===== src/rtl/fetch_stage_pkg.sv =====
// Shared state encodings and constants for the instruction-fetch stage.
`ifndef FETCH_STAGE_PKG_SV
`define FETCH_STAGE_PKG_SV
package fetch_stage_pkg;

   localparam int unsigned FS_PC_INC = 4;
   localparam logic [31:0] FS_NOP    = 32'h0000_0013;

   typedef enum logic [1:0] {
      FS_IDLE    = 2'd0,
      FS_FETCH   = 2'd1,
      FS_HOLD    = 2'd2,
      FS_DISCARD = 2'd3
   } fs_state_e;

endpackage
`endif


===== src/rtl/fetch_skid_buffer.sv =====
// One-entry {instr, pc} holding register; catches a response that arrives while decode is stalled.
module fetch_skid_buffer #(
   parameter int unsigned IWIDTH   = 32,
   parameter int unsigned PC_WIDTH = 32
) (
   input  logic                clk,
   input  logic                rst,
   input  logic                load_i,
   input  logic                drain_i,
   input  logic                clear_i,
   input  logic [IWIDTH-1:0]   instr_i,
   input  logic [PC_WIDTH-1:0] pc_i,
   output logic                valid_o,
   output logic [IWIDTH-1:0]   instr_o,
   output logic [PC_WIDTH-1:0] pc_o
);

   logic                valid_q;
   logic [IWIDTH-1:0]   instr_q;
   logic [PC_WIDTH-1:0] pc_q;

   // Clear (flush) beats load, load beats drain.
   always_ff @(posedge clk) begin
      if (rst) begin
         valid_q <= 1'b0;
         instr_q <= '0;
         pc_q    <= '0;
      end else if (clear_i) begin
         valid_q <= 1'b0;
      end else if (load_i) begin
         valid_q <= 1'b1;
         instr_q <= instr_i;
         pc_q    <= pc_i;
      end else if (drain_i) begin
         valid_q <= 1'b0;
      end
   end

   assign valid_o = valid_q;
   assign instr_o = instr_q;
   assign pc_o    = pc_q;

endmodule


===== src/rtl/fetch_stage.sv =====
// Instruction-fetch stage: PC, single-outstanding hold-until-ack memory master, stall/flush handling.
// Optional FETCH_MISALIGN_CHECK_EN: misaligned redirect emits a NOP flagged fs_o_misaligned and halts.
module fetch_stage
   import fetch_stage_pkg::*;
#(
   parameter int unsigned          PC_WIDTH = 32,
   parameter int unsigned          IWIDTH   = 32,
   parameter logic [PC_WIDTH-1:0]  RESET_PC = '0,
   parameter int unsigned          PC_INC   = FS_PC_INC
) (
   input  logic                fs_clk,
   input  logic                fs_rst,
   input  logic                fs_i_stall,
   input  logic                fs_i_flush,
   input  logic [PC_WIDTH-1:0] fs_i_pc_target,
   output logic [PC_WIDTH-1:0] fs_o_iaddr,
   output logic                fs_o_stb,
   input  logic                fs_i_ack,
   input  logic [IWIDTH-1:0]   fs_i_inst,
   output logic [IWIDTH-1:0]   fs_o_instr,
   output logic [PC_WIDTH-1:0] fs_o_pc,
`ifdef FETCH_MISALIGN_CHECK_EN
   output logic                fs_o_misaligned,
`endif
   output logic                fs_o_ce
);

   fs_state_e           state_q, state_d;
   logic [PC_WIDTH-1:0] pc_q, pc_d, iaddr_q, iaddr_d, out_pc_q, out_pc_d;
   logic [IWIDTH-1:0]   out_instr_q, out_instr_d;
   logic                stb_q, stb_d, out_ce_q, out_ce_d;
   logic                halt_q, halt_d, misal_q, misal_d;
   logic                ack_c, pending_c, misal_tgt_c;
   logic [PC_WIDTH-1:0] target_c;
   logic                skid_load_c, skid_drain_c, skid_clear_c, skid_valid;
   logic [IWIDTH-1:0]   skid_instr;
   logic [PC_WIDTH-1:0] skid_pc;

`ifdef FETCH_MISALIGN_CHECK_EN
   assign misal_tgt_c = |fs_i_pc_target[1:0];
   assign target_c    = fs_i_pc_target;
`else
   assign misal_tgt_c = 1'b0;
   assign target_c    = fs_i_pc_target & ~PC_WIDTH'(3);
`endif

   assign ack_c     = fs_i_ack & stb_q;
   // A request on the bus that is not completing this cycle must not be withdrawn.
   assign pending_c = stb_q & ~fs_i_ack;

   always_comb begin
      state_d      = state_q;
      pc_d         = pc_q;
      out_instr_d  = out_instr_q;
      out_pc_d     = out_pc_q;
      out_ce_d     = out_ce_q;
      halt_d       = halt_q;
      misal_d      = misal_q;
      skid_load_c  = 1'b0;
      skid_drain_c = 1'b0;
      skid_clear_c = 1'b0;
      if (!fs_i_stall) out_ce_d = 1'b0;
      if (fs_i_flush) begin
         pc_d         = target_c;
         out_ce_d     = 1'b0;
         skid_clear_c = 1'b1;
         halt_d       = 1'b0;
         state_d      = pending_c ? FS_DISCARD : FS_FETCH;
         if (misal_tgt_c) begin
            out_ce_d    = 1'b1;
            out_instr_d = IWIDTH'(FS_NOP);
            out_pc_d    = fs_i_pc_target;
            misal_d     = 1'b1;
            halt_d      = 1'b1;
            if (!pending_c) state_d = FS_HOLD;
         end
      end else begin
         unique case (state_q)
            FS_IDLE: state_d = FS_FETCH;
            FS_FETCH: begin
               if (ack_c) begin
                  pc_d = pc_q + PC_WIDTH'(PC_INC);
                  if (!out_ce_q || !fs_i_stall) begin
                     out_instr_d = fs_i_inst;
                     out_pc_d    = iaddr_q;
                     out_ce_d    = 1'b1;
                     misal_d     = 1'b0;
                  end else begin
                     skid_load_c = 1'b1;
                     state_d     = FS_HOLD;
                  end
               end
            end
            FS_HOLD: begin
               if (!halt_q && !fs_i_stall) begin
                  out_instr_d  = skid_instr;
                  out_pc_d     = skid_pc;
                  out_ce_d     = skid_valid;
                  misal_d      = 1'b0;
                  skid_drain_c = 1'b1;
                  state_d      = FS_FETCH;
               end
            end
            FS_DISCARD: begin
               if (ack_c) state_d = halt_q ? FS_HOLD : FS_FETCH;
            end
            default: state_d = FS_IDLE;
         endcase
      end
      misal_d = misal_d & out_ce_d;
   end

   // DISCARD keeps the stale address on the bus until its ack arrives.
   assign stb_d   = (state_d == FS_FETCH) || (state_d == FS_DISCARD);
   assign iaddr_d = (state_d == FS_DISCARD) ? iaddr_q : pc_d;

   always_ff @(posedge fs_clk) begin
      if (fs_rst) begin
         state_q     <= FS_IDLE;
         pc_q        <= RESET_PC;
         iaddr_q     <= RESET_PC;
         stb_q       <= 1'b0;
         out_instr_q <= '0;
         out_pc_q    <= '0;
         out_ce_q    <= 1'b0;
         halt_q      <= 1'b0;
         misal_q     <= 1'b0;
      end else begin
         state_q     <= state_d;
         pc_q        <= pc_d;
         iaddr_q     <= iaddr_d;
         stb_q       <= stb_d;
         out_instr_q <= out_instr_d;
         out_pc_q    <= out_pc_d;
         out_ce_q    <= out_ce_d;
         halt_q      <= halt_d;
         misal_q     <= misal_d;
      end
   end

   fetch_skid_buffer #(
      .IWIDTH   (IWIDTH),
      .PC_WIDTH (PC_WIDTH)
   ) u_skid (
      .clk     (fs_clk),
      .rst     (fs_rst),
      .load_i  (skid_load_c),
      .drain_i (skid_drain_c),
      .clear_i (skid_clear_c),
      .instr_i (fs_i_inst),
      .pc_i    (iaddr_q),
      .valid_o (skid_valid),
      .instr_o (skid_instr),
      .pc_o    (skid_pc)
   );

   assign fs_o_iaddr = iaddr_q;
   assign fs_o_stb   = stb_q;
   assign fs_o_instr = out_instr_q;
   assign fs_o_pc    = out_pc_q;
   assign fs_o_ce    = out_ce_q;
`ifdef FETCH_MISALIGN_CHECK_EN
   assign fs_o_misaligned = misal_q;
`endif

endmodule


===== config.mk =====
export PLATFORM = sky130hd
export DESIGN_NAME = fetch_stage
export DESIGN_NICKNAME = d
export VERILOG_FILES = /design/src/rtl/fetch_stage_pkg.sv /design/src/rtl/fetch_skid_buffer.sv /design/src/rtl/fetch_stage.sv
export SDC_FILE = /design/constraint.sdc
export NUM_CORES = 1
export LEC_CHECK = 0
export ABC_AREA = 1
export CELL_PAD_IN_SITES_DETAIL_PLACEMENT = 1
export CELL_PAD_IN_SITES_GLOBAL_PLACEMENT = 2
export CORE_MARGIN = 2
export CORE_UTILIZATION = 29
export DETAILED_ROUTE_END_ITERATION = 8
export PLACE_DENSITY = 0.89
export SYNTH_ARGS = -nofsm -noshare
export SYNTH_HDL_FRONTEND = slang
export SYNTH_HIERARCHICAL = 1
export SYNTH_SLANG_ARGS = --single-unit

===== constraint.sdc =====
create_clock -name fs_clk -period 2.5 [get_ports fs_clk]
set_input_delay 0.625 -clock fs_clk [delete_from_list [all_inputs] [get_ports fs_clk]]
set_output_delay 0.625 -clock fs_clk [all_outputs]
set_load 0.02 [all_outputs]

==> impl_metrics.ini <==
[drt]
ant_nets = 0
wl_per_cell_um = 15.81
drtIter0Drc = 410
wirelength_um = 30450
post-route-drc-count = 0
dr.pass1.iters = 4
vias_per_cell = 4.780
num_vias = 9206

[worst_setup_path]
critical_path.slowest_cell = clkdlybuf4s50_1
cp_top_family = buffers and inverters
r2r-start = state_q[0]$_SDFF_PP0_
r2r_slack_ns = 0.30
critPathBufInv = 1
path_cells = clkdlybuf4s50_1
criticalPathCategory = reg2out
critPathMaxStageDelay_ns = 0.70
required_ns = 1.88
worstPathArrival_ns = 1.64
crit_fanout = 8
startpoint = state_q[0]$_SDFF_PP0_
cp-start-kind = flip-flop
endpoint_kind = output pin

[synthesis]
synth_edf_count = 0
ys_async_sr_fraction_pct = 0
yosysWarnings = 6
ys.flop_type = dfxtp_1
syn_avg_cell_area_um2 = 6.710
syn_nets = 1444
synth-simple-area-share_pct = 32.50
synthXorXnorAreaFrac_pct = 0.09534
synth_area_mm2 = 0.009186
synth.mux.area_fraction_pct = 0
synth_top_family_by_area = simple AND/OR/NAND/NOR gates
ys_types = 35
synthAdderAreaFrac_pct = 0.8172
syn_inst = 1369
ys_ff_latch = 196
synth_compound_area_share_pct = 12.04
yosysSeqAreaShare_pct = 42.71

[placed_design]
dp_hpwl_um = 20830
placed_area_mm2 = 0.01127
gp_congestion = 0.8517
pre_cts_ws_ns = -0.1183
io_buffers = 164

[grt]
grt_pass1_wl_um = 49510
grt_max_degree = 107
grt_pass1_vias = 9403
grt_antenna_before_repair = 0
grt_overflow = 0
grt_usage_pct = 18.69

[clock_network]
cts_resized = 0
clk-insertion-delay-late_ns = 0.43
numCtsBuffers = 17
post_cts_buffers = 0
cts_tree = built
clk_pin_slew_ns = 0.07
cts-root-buf = clkbuf_16
cts_sinks = 196
cts.htree.levels = 4
postCtsHoldBufs = 0
ctsLongestPathBuffers = 2

[timing]
finClkSkew_ns = 0.01742
slew_violations = 0
rsz0062_at_grt = no
max_freq_ghz = 0.4411
period_minus_slack_ns = 2.267
max_slew_margin_pct = 45.00
finalCritPeriodShare_pct = 90.68
setup_ws_ns = 0.2329
hold_violations = 0
tightestPinTransition_ns = 0.8250
setup_violations = 0

[power]
ir_drop_mv = 0.4501
clkPwrFrac_pct = 39.5
power.share.sequential_pct = 45.6
leakage_uw = 0.004902
intPower_uw = 5364
cellPowerDensity_mw_per_mm2 = 627.6
p_sw_uw = 2101
switching_share_pct = 28.15
combPwrFrac_pct = 14.9

[floorplanning]
start_util_pct = 29.26
coreArea_mm2 = 0.03139
die_y_um = 182.0
die_area_mm2 = 0.03312
rows = 65
io_pins = 167
die_w_um = 182.0

[final_layout]
design_area_mm2 = 0.01189
syn_to_final_growth_pct = 29.47
diodes = 0
layout.nets = 1587
regArea_mm2 = 0.003924
final_util_pct = 37.89
drive_above_1_share_pct = 6.430
multi_input_area_mm2 = 0.004185
fillers = 3939

[min_path]
worstHoldPathType = reg2reg
worstHoldStart = pc_q[0]$_SDFF_PP0_

[flow_run]
drv_cap = 0

[run_status]
status = completed
through the flow:
step                setup TNS [ns]  power, uW  std cells  hold slack [ns]
CTS                              0       7571       1926           0.4372
floorplan                        0       4033       1369           0.4093
global placement            -5.365       4577       1895           0.4189
global route                     0       7813       1926           0.4704
finish                           0       7465       1926           0.4410
detailed placement          -9.958       4602       1895           0.4246
cells by family after synthesis:
| logic type | after synthesis |
|---|---|
| AND/OR/NAND/NOR | 719 |
| adder cells (fa/ha/maj) | 6 |
| XOR/XNOR | 1 |
| AO/OA/AOI/OAI | 200 |
| buffers and inverters | 247 |
| flip-flops | 196 |
layout by cell type, fill, tap and decap left out, types with 2 or more instances in the layout:
master,Yosys,routed
nor2_4,1,2
nand3b_1,3,3
a31oi_1,64,64
nor3_1,3,3
nand2_2,2,2
o21bai_1,6,6
or2_2,3,3
clkdlybuf4s50_1,0,164
nand3_1,144,144
nand2_1,328,328
nor2_2,3,3
buf_12,0,6
o21ai_0,95,95
bufinv_16,0,3
a21oi_1,28,28
buf_4,3,37
clkinv_4,0,2
nand4_1,2,2
o21ai_1,3,3
ha_1,6,5
inv_8,0,2
clkinvlp_4,0,3
inv_6,1,4
inv_1,158,156
inv_2,5,6
dfxtp_1,196,196
and2_1,5,5
nor2_1,220,219
clkbuf_16,0,17
nand2_4,2,2
sequential cells by signal, summed over array words and instances, names as in the netlist:
signal / flops
fs_o_iaddr: 32
fs_o_instr: 32
fs_o_pc: 32
pc_q: 32
u_skid/instr_o: 32
u_skid/pc_o: 32
state_q: 2
fs_o_ce: 1
u_skid/valid_o: 1
synth_stat cells, drive strengths merged (2+ instances only):
| master | instances | area (um2) |
|---|---|---|
| nor3 | 3 | 15.01 |
| nand2 | 332 | 1266 |
| and2 | 5 | 31.28 |
| nor2 | 225 | 875.8 |
| buf | 47 | 331.6 |
| nand4 | 2 | 12.51 |
| nand3b | 3 | 22.52 |
| inv | 164 | 620.6 |
| o21ai | 98 | 490.5 |
| or2 | 3 | 18.77 |
| clkbuf | 36 | 135.1 |
| dfxtp | 196 | 3924 |
| nand3 | 145 | 730.7 |
| a21oi | 28 | 140.1 |
| a31oi | 64 | 400.4 |
| ha | 6 | 75.07 |
| o21bai | 6 | 45.04 |
final timing paths:
kind	end	cells after the start
setup / recovery	fs_o_stb	1
setup reg to reg	u_skid/pc_o[9]$_SDFFE_PP0P_	11
hold reg to reg	pc_q[0]$_SDFF_PP0_	2
hold / removal	pc_q[0]$_SDFF_PP0_	2
layout make-up:
| cell class | count | area share (%) |
|---|---|---|
| well taps | 402 | 4.229 |
| flip-flops and latches | 196 | 32.99 |
| clock inverters | 14 | 1.641 |
| inverters | 164 | 5.228 |
| multi-input cells | 926 | 35.19 |
| clock buffers | 17 | 3.577 |
| repair buffers | 207 | 17.15 |
power groups by stage:
stage / clock network, uW / logic, uW / registers [uW]
2_1_floorplan: 0 / 456 / 3580
3_3_place_gp: 0 / 1100 / 3480
3_5_place_dp: 0 / 1130 / 3480
4_1_cts: 3030 / 1130 / 3410
5_1_grt: 3160 / 1220 / 3430
6_report: 2950 / 1110 / 3410
layer usage:
metal | global-route usage, % | wire length [um]
met5 | 0 | 0
met4 | 5.097 | 529
met3 | 3.069 | 960
met2 | 32.63 | 14620
met1 | 23.86 | 14340
Power figures use the tool's default switching activity.
